==> src/rtl/multicycle_control.sv <==
// ============================================================================
// Module   : multicycle_control
// Brief    : Moore FSM sequencing a multi-cycle RV32I datapath, including the
//            memory req/ready handshake, bus-timeout and illegal-opcode traps.
// Revision : 1.0 - initial release
// ============================================================================
`default_nettype none

module multicycle_control #(
    parameter int MAX_WAIT = 255
) (
    input  logic       clk,
    input  logic       rst,
    input  logic [6:0] opcode,
    input  logic [2:0] funct3,
    input  logic [6:0] funct7,
    input  logic       branch_taken,
    input  logic       mem_ready,
    output logic       mem_req,
    output logic       mem_we,
    output logic       mem_addr_sel,
    output logic       ir_write,
    output logic       pc_write,
    output logic       pc_sel,
    output logic       reg_write,
    output logic [1:0] result_sel,
    output logic [1:0] alu_a_sel,
    output logic [1:0] alu_b_sel,
    output logic [3:0] alu_op,
    output logic       instr_retired,
    output logic       halted,
    output logic [1:0] trap_cause,
    output logic [3:0] state_dbg
);

    localparam logic [3:0] c_ST_FETCH    = 4'd0;
    localparam logic [3:0] c_ST_DECODE   = 4'd1;
    localparam logic [3:0] c_ST_EXEC_R   = 4'd2;
    localparam logic [3:0] c_ST_EXEC_I   = 4'd3;
    localparam logic [3:0] c_ST_EXEC_U   = 4'd4;
    localparam logic [3:0] c_ST_MEM_ADDR = 4'd5;
    localparam logic [3:0] c_ST_LOAD     = 4'd6;
    localparam logic [3:0] c_ST_STORE    = 4'd7;
    localparam logic [3:0] c_ST_WB_ALU   = 4'd8;
    localparam logic [3:0] c_ST_WB_MEM   = 4'd9;
    localparam logic [3:0] c_ST_BRANCH   = 4'd10;
    localparam logic [3:0] c_ST_JAL      = 4'd11;
    localparam logic [3:0] c_ST_JALR     = 4'd12;
    localparam logic [3:0] c_ST_TRAP     = 4'd13;

    localparam logic [6:0] c_OP_R      = 7'b0110011;
    localparam logic [6:0] c_OP_I      = 7'b0010011;
    localparam logic [6:0] c_OP_LOAD   = 7'b0000011;
    localparam logic [6:0] c_OP_STORE  = 7'b0100011;
    localparam logic [6:0] c_OP_BRANCH = 7'b1100011;
    localparam logic [6:0] c_OP_JAL    = 7'b1101111;
    localparam logic [6:0] c_OP_JALR   = 7'b1100111;
    localparam logic [6:0] c_OP_LUI    = 7'b0110111;
    localparam logic [6:0] c_OP_AUIPC  = 7'b0010111;

    localparam logic [3:0] c_ALU_ADD  = 4'd0;
    localparam logic [3:0] c_ALU_SUB  = 4'd1;
    localparam logic [3:0] c_ALU_PASS = 4'd10;

    localparam int c_WAIT_W = (MAX_WAIT > 1) ? $clog2(MAX_WAIT + 1) : 1;

    logic [3:0]          r_state;
    logic [3:0]          w_next;
    logic [c_WAIT_W-1:0] r_wait;
    logic [1:0]          r_trap_cause;
    logic [1:0]          w_cause;
    logic                w_mem_state;
    logic                w_timeout;
    logic                w_unused;

    assign w_unused = ^{funct7[6], funct7[4:0]};

    // funct3 -> ALU op; alt selects SUB/SRA for the two funct3 codes that have one
    function automatic logic [3:0] f_alu_op(input logic [2:0] f3, input logic alt);
        case (f3)
            3'b000:  f_alu_op = alt ? 4'd1 : 4'd0;
            3'b001:  f_alu_op = 4'd2;
            3'b010:  f_alu_op = 4'd3;
            3'b011:  f_alu_op = 4'd4;
            3'b100:  f_alu_op = 4'd5;
            3'b101:  f_alu_op = alt ? 4'd7 : 4'd6;
            3'b110:  f_alu_op = 4'd8;
            default: f_alu_op = 4'd9;
        endcase
    endfunction

    assign w_mem_state = (r_state == c_ST_FETCH) || (r_state == c_ST_LOAD) ||
                         (r_state == c_ST_STORE);
    // Trap once this wait cycle would bring the count to MAX_WAIT; a ready in the same cycle wins
    assign w_timeout   = (MAX_WAIT != 0) && w_mem_state && !mem_ready &&
                         (int'(r_wait) == MAX_WAIT - 1);

    always_comb begin
        w_next        = r_state;
        w_cause       = 2'b00;
        mem_req       = 1'b0;
        mem_we        = 1'b0;
        mem_addr_sel  = 1'b0;
        ir_write      = 1'b0;
        pc_write      = 1'b0;
        pc_sel        = 1'b0;
        reg_write     = 1'b0;
        result_sel    = 2'b00;
        alu_a_sel     = 2'b00;
        alu_b_sel     = 2'b00;
        alu_op        = c_ALU_ADD;
        instr_retired = 1'b0;
        halted        = 1'b0;
        trap_cause    = 2'b00;
        state_dbg     = 4'd0;
        if (!rst) begin
            state_dbg  = r_state;
            trap_cause = r_trap_cause;
            case (r_state)
                c_ST_FETCH: begin
                    mem_req   = 1'b1;
                    alu_b_sel = 2'b10;
                    if (mem_ready) begin
                        ir_write = 1'b1;
                        pc_write = 1'b1;
                        w_next   = c_ST_DECODE;
                    end
                end
                c_ST_DECODE: begin
                    alu_a_sel = 2'b01;
                    alu_b_sel = 2'b01;
                    case (opcode)
                        c_OP_R:                  w_next = c_ST_EXEC_R;
                        c_OP_I:                  w_next = c_ST_EXEC_I;
                        c_OP_LOAD, c_OP_STORE:   w_next = c_ST_MEM_ADDR;
                        c_OP_BRANCH:             w_next = c_ST_BRANCH;
                        c_OP_JAL:                w_next = c_ST_JAL;
                        c_OP_JALR:               w_next = c_ST_JALR;
                        c_OP_LUI, c_OP_AUIPC:    w_next = c_ST_EXEC_U;
                        default: begin
                            w_next  = c_ST_TRAP;
                            w_cause = 2'b01;
                        end
                    endcase
                end
                c_ST_EXEC_R: begin
                    alu_a_sel = 2'b10;
                    alu_op    = f_alu_op(funct3, funct7[5]);
                    w_next    = c_ST_WB_ALU;
                end
                c_ST_EXEC_I: begin
                    alu_a_sel = 2'b10;
                    alu_b_sel = 2'b01;
                    alu_op    = f_alu_op(funct3, (funct3 == 3'b101) && funct7[5]);
                    w_next    = c_ST_WB_ALU;
                end
                c_ST_EXEC_U: begin
                    alu_b_sel = 2'b01;
                    if (opcode == c_OP_LUI) begin
                        alu_op = c_ALU_PASS;
                    end else begin
                        alu_a_sel = 2'b01;
                    end
                    w_next = c_ST_WB_ALU;
                end
                c_ST_MEM_ADDR: begin
                    alu_a_sel = 2'b10;
                    alu_b_sel = 2'b01;
                    w_next    = (opcode == c_OP_LOAD) ? c_ST_LOAD : c_ST_STORE;
                end
                c_ST_LOAD: begin
                    mem_req      = 1'b1;
                    mem_addr_sel = 1'b1;
                    if (mem_ready) w_next = c_ST_WB_MEM;
                end
                c_ST_STORE: begin
                    mem_req      = 1'b1;
                    mem_we       = 1'b1;
                    mem_addr_sel = 1'b1;
                    if (mem_ready) begin
                        instr_retired = 1'b1;
                        w_next        = c_ST_FETCH;
                    end
                end
                c_ST_WB_ALU: begin
                    reg_write     = 1'b1;
                    instr_retired = 1'b1;
                    w_next        = c_ST_FETCH;
                end
                c_ST_WB_MEM: begin
                    reg_write     = 1'b1;
                    result_sel    = 2'b01;
                    instr_retired = 1'b1;
                    w_next        = c_ST_FETCH;
                end
                c_ST_BRANCH: begin
                    alu_a_sel     = 2'b10;
                    alu_op        = c_ALU_SUB;
                    pc_write      = branch_taken;
                    pc_sel        = 1'b1;
                    instr_retired = 1'b1;
                    w_next        = c_ST_FETCH;
                end
                c_ST_JAL: begin
                    reg_write     = 1'b1;
                    result_sel    = 2'b10;
                    pc_write      = 1'b1;
                    pc_sel        = 1'b1;
                    instr_retired = 1'b1;
                    w_next        = c_ST_FETCH;
                end
                c_ST_JALR: begin
                    alu_a_sel     = 2'b10;
                    alu_b_sel     = 2'b01;
                    pc_write      = 1'b1;
                    reg_write     = 1'b1;
                    result_sel    = 2'b10;
                    instr_retired = 1'b1;
                    w_next        = c_ST_FETCH;
                end
                c_ST_TRAP: begin
                    halted = 1'b1;
                end
                default: begin
                    w_next = c_ST_FETCH;
                end
            endcase
            if (w_timeout) begin
                w_next = c_ST_TRAP;
                w_cause = 2'b10;
            end
        end
    end

    always_ff @(posedge clk) begin
        if (rst) begin
            r_state      <= c_ST_FETCH;
            r_wait       <= '0;
            r_trap_cause <= 2'b00;
        end else begin
            r_state <= w_next;
            if ((w_next == c_ST_TRAP) && (r_state != c_ST_TRAP)) begin
                r_trap_cause <= w_cause;
            end
            // Count only while stalled in the same memory state; any transition clears it
            if (w_mem_state && !mem_ready && (w_next == r_state)) begin
                r_wait <= r_wait + 1'b1;
            end else begin
                r_wait <= '0;
            end
        end
    end

endmodule

`default_nettype wire

==> config.mk <==
export PLATFORM = sky130hd
export DESIGN_NAME = multicycle_control
export DESIGN_NICKNAME = d
export VERILOG_FILES = /design/src/rtl/multicycle_control.sv
export SDC_FILE = /design/constraint.sdc
export NUM_CORES = 1
export LEC_CHECK = 0
export ABC_CLOCK_PERIOD_IN_PS = 1800
export CAP_MARGIN = 20
export CORE_AREA = 8 8 72 74
export DETAILED_ROUTE_END_ITERATION = 16
export DIE_AREA = 0 0 80 82
export PLACE_DENSITY = 0.71
export SLEW_MARGIN = 20
export SYNTH_ARGS = -nofsm -noshare
export SYNTH_HDL_FRONTEND = slang
export SYNTH_SLANG_ARGS = --single-unit
==> constraint.sdc <==
create_clock -name clk -period 1.8 [get_ports clk]
set_input_delay 0.36 -clock clk [delete_from_list [all_inputs] [get_ports clk]]
set_output_delay 0.36 -clock clk [all_outputs]
set_load 0.01 [all_outputs]
Yosys cells after proc, flatten, opt, wreduce, memory -nomap -nowiden
Cells that the tools add are included.
Operators by class
  add/sub/neg operators: 1
  reduce and logical (&&, ||, !) cells: 23
  eq/ne operators: 32
  mux-type cells: 48
  bitwise logic cells: 1
Operator list (count)
  case mux 4 bit (7 select lines): 4
  two-way mux 4 bit: 8
  == test 4 bit (second input constant): 7
  two-way mux 1 bit: 25
  == test 7 x 6 -> 1 bit (second input constant): 3
  == test 7 bit (second input constant): 3
  == test 4 x 3 -> 1 bit (second input constant): 4
  case mux 4 bit (4 select lines): 1
  OR reduction 5 bit: 3
  == test 7 x 5 -> 1 bit (second input constant): 2
  OR reduction 2 bit: 6
  two-way mux 2 bit: 5
  == test 3 bit (second input constant): 3
  OR reduction 9 bit: 1
  adder 8 x 1 -> 8 bit (second input constant): 1
  == test 4 x 2 -> 1 bit (second input constant): 2
  == test 8 x 2 -> 1 bit (second input constant): 1
  case mux 2 bit (2 select lines): 2
  == test 7 x 2 -> 1 bit (second input constant): 1
  == test 3 x 2 -> 1 bit (second input constant): 2
  case mux 2 bit (3 select lines): 1
  OR reduction 3 bit: 2
  logical AND 1 bit: 5
  == test 4 x 1 -> 1 bit (second input constant): 1
  11 further kinds: 12
Word-level totals
  register bits: 14
  input port bits: 21

Depth between registers and ports, before layout
  word-level depth: 11
  gate-level depth with buffers: 8
  mapped depth without buffers: 8

Least setup slack after synthesis
Ideal clock, no wire load.
  kind: flip-flop to output port
  from: register r_state[1]
  to: output ir_write
  arrival time: 1.582 ns
  path slack: -0.142 ns
  stages on the path, launching flop included: 6
  buffers on the path: 2
  cells stage by stage: dfxtp_1 buf_6 clkbuf_1 or2_2 nor4_1 and2_1
Between the ends
  word-level cells in the longest chain between the ends: 3
RTL lines
  start: declaration: line 67  | logic [3:0] r_state;
  start signal: assignment: line 237  | r_state <= c_ST_FETCH;
  start signal: assignment: line 241  | r_state <= w_next;
  logical NOT 4 bit: line 119  | case (r_state)
  two-way mux 1 bit: line 119
  two-way mux 1 bit: line 116  | if (!rst) begin
  end: declaration: line 22  | output logic ir_write,
No other way between the ends.

Worst setup path in the final report
  from: register r_state[1]
  to: output pc_write
Between the ends
  word-level cells in the longest chain between the ends: 4
  elaborated cells between the ends (all ways): 7
  those cells by class: 3 x eq/ne; 2 x mux; 2 x reduce/logical
RTL lines
  == test 4 bit: line 119
  OR reduction 2 bit (no source line)
  case mux 1 bit (3 select lines) (*): line 119
  two-way mux 1 bit (*): line 116
  end: declaration: line 23  | output logic pc_write,
Every way passes the cells marked *; elsewhere a longest branch is shown, timed or not.

==> results.toml <==
[status]
status = "complete, but fails checks"
violations = "negative setup slack"

[clocking]
path_clk_slew_ns = 0.06
clock_sinks = 14
tritoncts = "built"
ctsLongestPathBuffers = 2
clk_latency_ns = 0.25
cts_root_buffer = "clkbuf_8"
htree_levels = 1
cts_inserted_buffers = 3

[floorplan]
dieHeight_um = 82
io_pins = 46
num_rows = 24
coreArea_um2 = 4144
dieArea_um2 = 6560
initial_utilization_pct = 31.04
die_w_um = 80

[synthesis]
synth_nets = 196
synth_edf_count = 0
netlist_instances = 173
yosys_warnings = 0
synth_area_um2 = 1286
synthTopCellsByCount = "26 x nor2_1, 14 x dfxtp_1, 10 x a21oi_1, 10 x nand2_1, 9 x nor2b_1"
synth_top_area_share_pct = 21.79
synth.most_common_cell = "nor2_1"
synth.distinct_cells = 55
ys_ff_latch = 14
seq_area_frac_synth_pct = 21.79
syn_area_per_cell_um2 = 7.435
synth_top_cell_by_area = "dfxtp_1"
async_flop_share_pct = 0
netlist_top_cells_area = "dfxtp_1 22%, nor2_1 7.6%, nor2b_1 4.4%, xor2_1 4.1%, a21oi_1 3.9%"
ys.flop_type = "dfxtp_1"

[pwr]
p_int_mw = 0.8566
p_leak_nw = 1.091
p_clk_share_pct = 19.0
power.total_mw = 1.354
switchingPower_mw = 0.4971
peakVddDrop_mv = 0.5983
combPwrFrac_pct = 54.9
powerDensity_nw_per_um2 = 545.6
power_frac_seq_pct = 26.0
p_sw_share_pct = 36.72

[drt]
vias = 1698
drt_pass1_iterations = 4
vias_per_cell = 5.323
drt-initial-drc-count = 69
postRouteAntennaNets = 0
drt_wl_total_um = 5020
drc = 0
post_drt_wl_per_cell_um = 15.74

[place]
placed_cells = 302
dpl.hpwl_um = 3138
port_buffers = 39
dpl_cell_area_um2 = 2058
gp_congestion = 0.8599
dpl_worst_slack_ns = -0.7773

[worst_setup_path]
end_kind = "output port"
cp_data_required_time_ns = 1.44
arrival_ns = 1.56
crit_chain = "buf_6 -> nor3b_2 -> a31oi_1 -> or4_1 -> o21ai_1 -> buf_2"
worstSetupPathType = "flop to output port"
max_stage_delay_ns = 0.40
critPathLaunchType = "flop"
cp_max_fo = 7
cpMaxStageDelayCell = "or4_1"

[timing]
setup_slack_ns = -0.1206
fmax_ghz = 0.5207
hold_viol = 0
finalMaxSlewViolations = 0
whs_ns = 0.4475
post-route-period-util_pct = 106.7
worst_slew_pin_slew_ns = 0.3816
setup_violations = 12
slew_headroom_pct = 74.35
period_needed_ns = 1.921
tns_ns = -1.066
rsz0062_at_grt = "yes"
fin_worst_skew_ns = 0.005748

[layout]
synthToLayoutAreaGrowth_pct = 92.90
antennaDiodeCount = 0
final_area_um2 = 2481
final_util_pct = 59.87
nets = 292
instances_no_fill = 319
drive_gt1_share_pct = 54.31

[global_routing]
antenna_found_initial = 0
grt_pass1_wl_um = 7058
grt_max_degree = 16
use_met3_pct = 3.392
grtUsageMet1_pct = 14.49
grtUsageTotal_pct = 13.24
grt_busiest_layer = "met2"
grt_pass1_vias = 1585
grt-ovfl-total = 0
use_met2_pct = 24.41

[min_path]
hold_class = "flop to flop"

[job]
maxCapViolCount = 0
[placed cells by master, fill, tap and decap left out, types with 3 or more instances in the layout]
cell,Yosys,final
nand2_1,10,7
clkbuf_2,0,3
nand2_2,0,3
buf_6,2,10
buf_2,2,14
and3_1,5,5
nor2_2,1,4
clkbuf_8,0,3
buf_4,0,50
dlygate4sd2_1,0,9
and2_1,4,3
a21oi_2,0,5
dfxtp_1,14,10
inv_1,4,3
nand3_1,6,4
xor2_1,6,6
clkdlybuf4s15_2,0,4
nor2_4,0,3
o21ai_1,1,3
nor2_1,26,20
nor2b_1,9,7
a31oi_1,4,3
nor3b_2,0,3
clkdlybuf4s15_1,0,5
nand2b_4,0,3
a21oi_1,10,4
[per-layer routing]
| layer | routed length [um] | share of wire [%] | vias to the layer above |
|---|---|---|---|
| li1 | - | - | 812 |
| met1 | 1980 | 39 | 822 |
| met2 | 2642 | 53 | 56 |
| met3 | 311 | 6.2 | 8 |
| met4 | 86 | 1.7 | 0 |
| met5 | 0 | 0 | - |
[cell families (layout without fill, tap and decap cells)]
group | Yosys count | in the layout | share of synthesized area, %
compound gates | 40 | 40 | 20.43
xor+xnor | 8 | 8 | 5.448
fa+ha+maj | 2 | 2 | 1.945
buf+inv | 15 | 109 | 5.739
flops | 14 | 14 | 21.79
mux | 1 | 1 | 0.8754
simple gates | 93 | 93 | 43.77
[path summary, 6_finish.rpt]
path	from	to	slack, ns	cells past startpoint
min reg2reg	r_trap_cause[0]	r_trap_cause[0]	0.45	1
min	r_trap_cause[0]	r_trap_cause[0]	0.45	1
max reg2reg	r_state[1]	r_trap_cause[0]	-0.12	10
max	r_state[1]	pc_write	-0.12	6
[worst max-delay path: cells and delay by family, from the launching register on]
family | cells | cell delay (ns)
buf+inv | 2 | 0.27
compound gates | 2 | 0.14
flops | 1 | 0.37
simple gates | 2 | 0.54
[power by group through the flow]
stage | clock, mW | combinational, mW | sequential (mW)
finish | 0.258 | 0.744 | 0.353
global route | 0.284 | 0.792 | 0.355
CTS | 0.267 | 0.589 | 0.351
detailed placement | 0 | 0.548 | 0.355
global placement | 0 | 0.542 | 0.355
floorplan | 0 | 0.275 | 0.344
[area by class of cell]
type / instances / area (um2)
clock buffers: 3 / 41.29
fillers: 357 / 1663
inverters: 4 / 15.01
multi-input cells: 144 / 1225
flip-flops and latches: 14 / 290.3
well taps: 52 / 65.06
repair buffers: 102 / 844.6
[what timing repair did]
item	CTS	global route
hold buffers	0	0
endpoints found under the setup margin	36	29
setup buffers	4	9
pin swaps	21	31
gates cloned	0	1
resized for setup	132	60
[sequential cells by signal, indices dropped and copies added (netlist names)]
name / count
r_state: 4
r_trap_cause: 2
r_wait: 8
(Power assumes the default switching activity.)
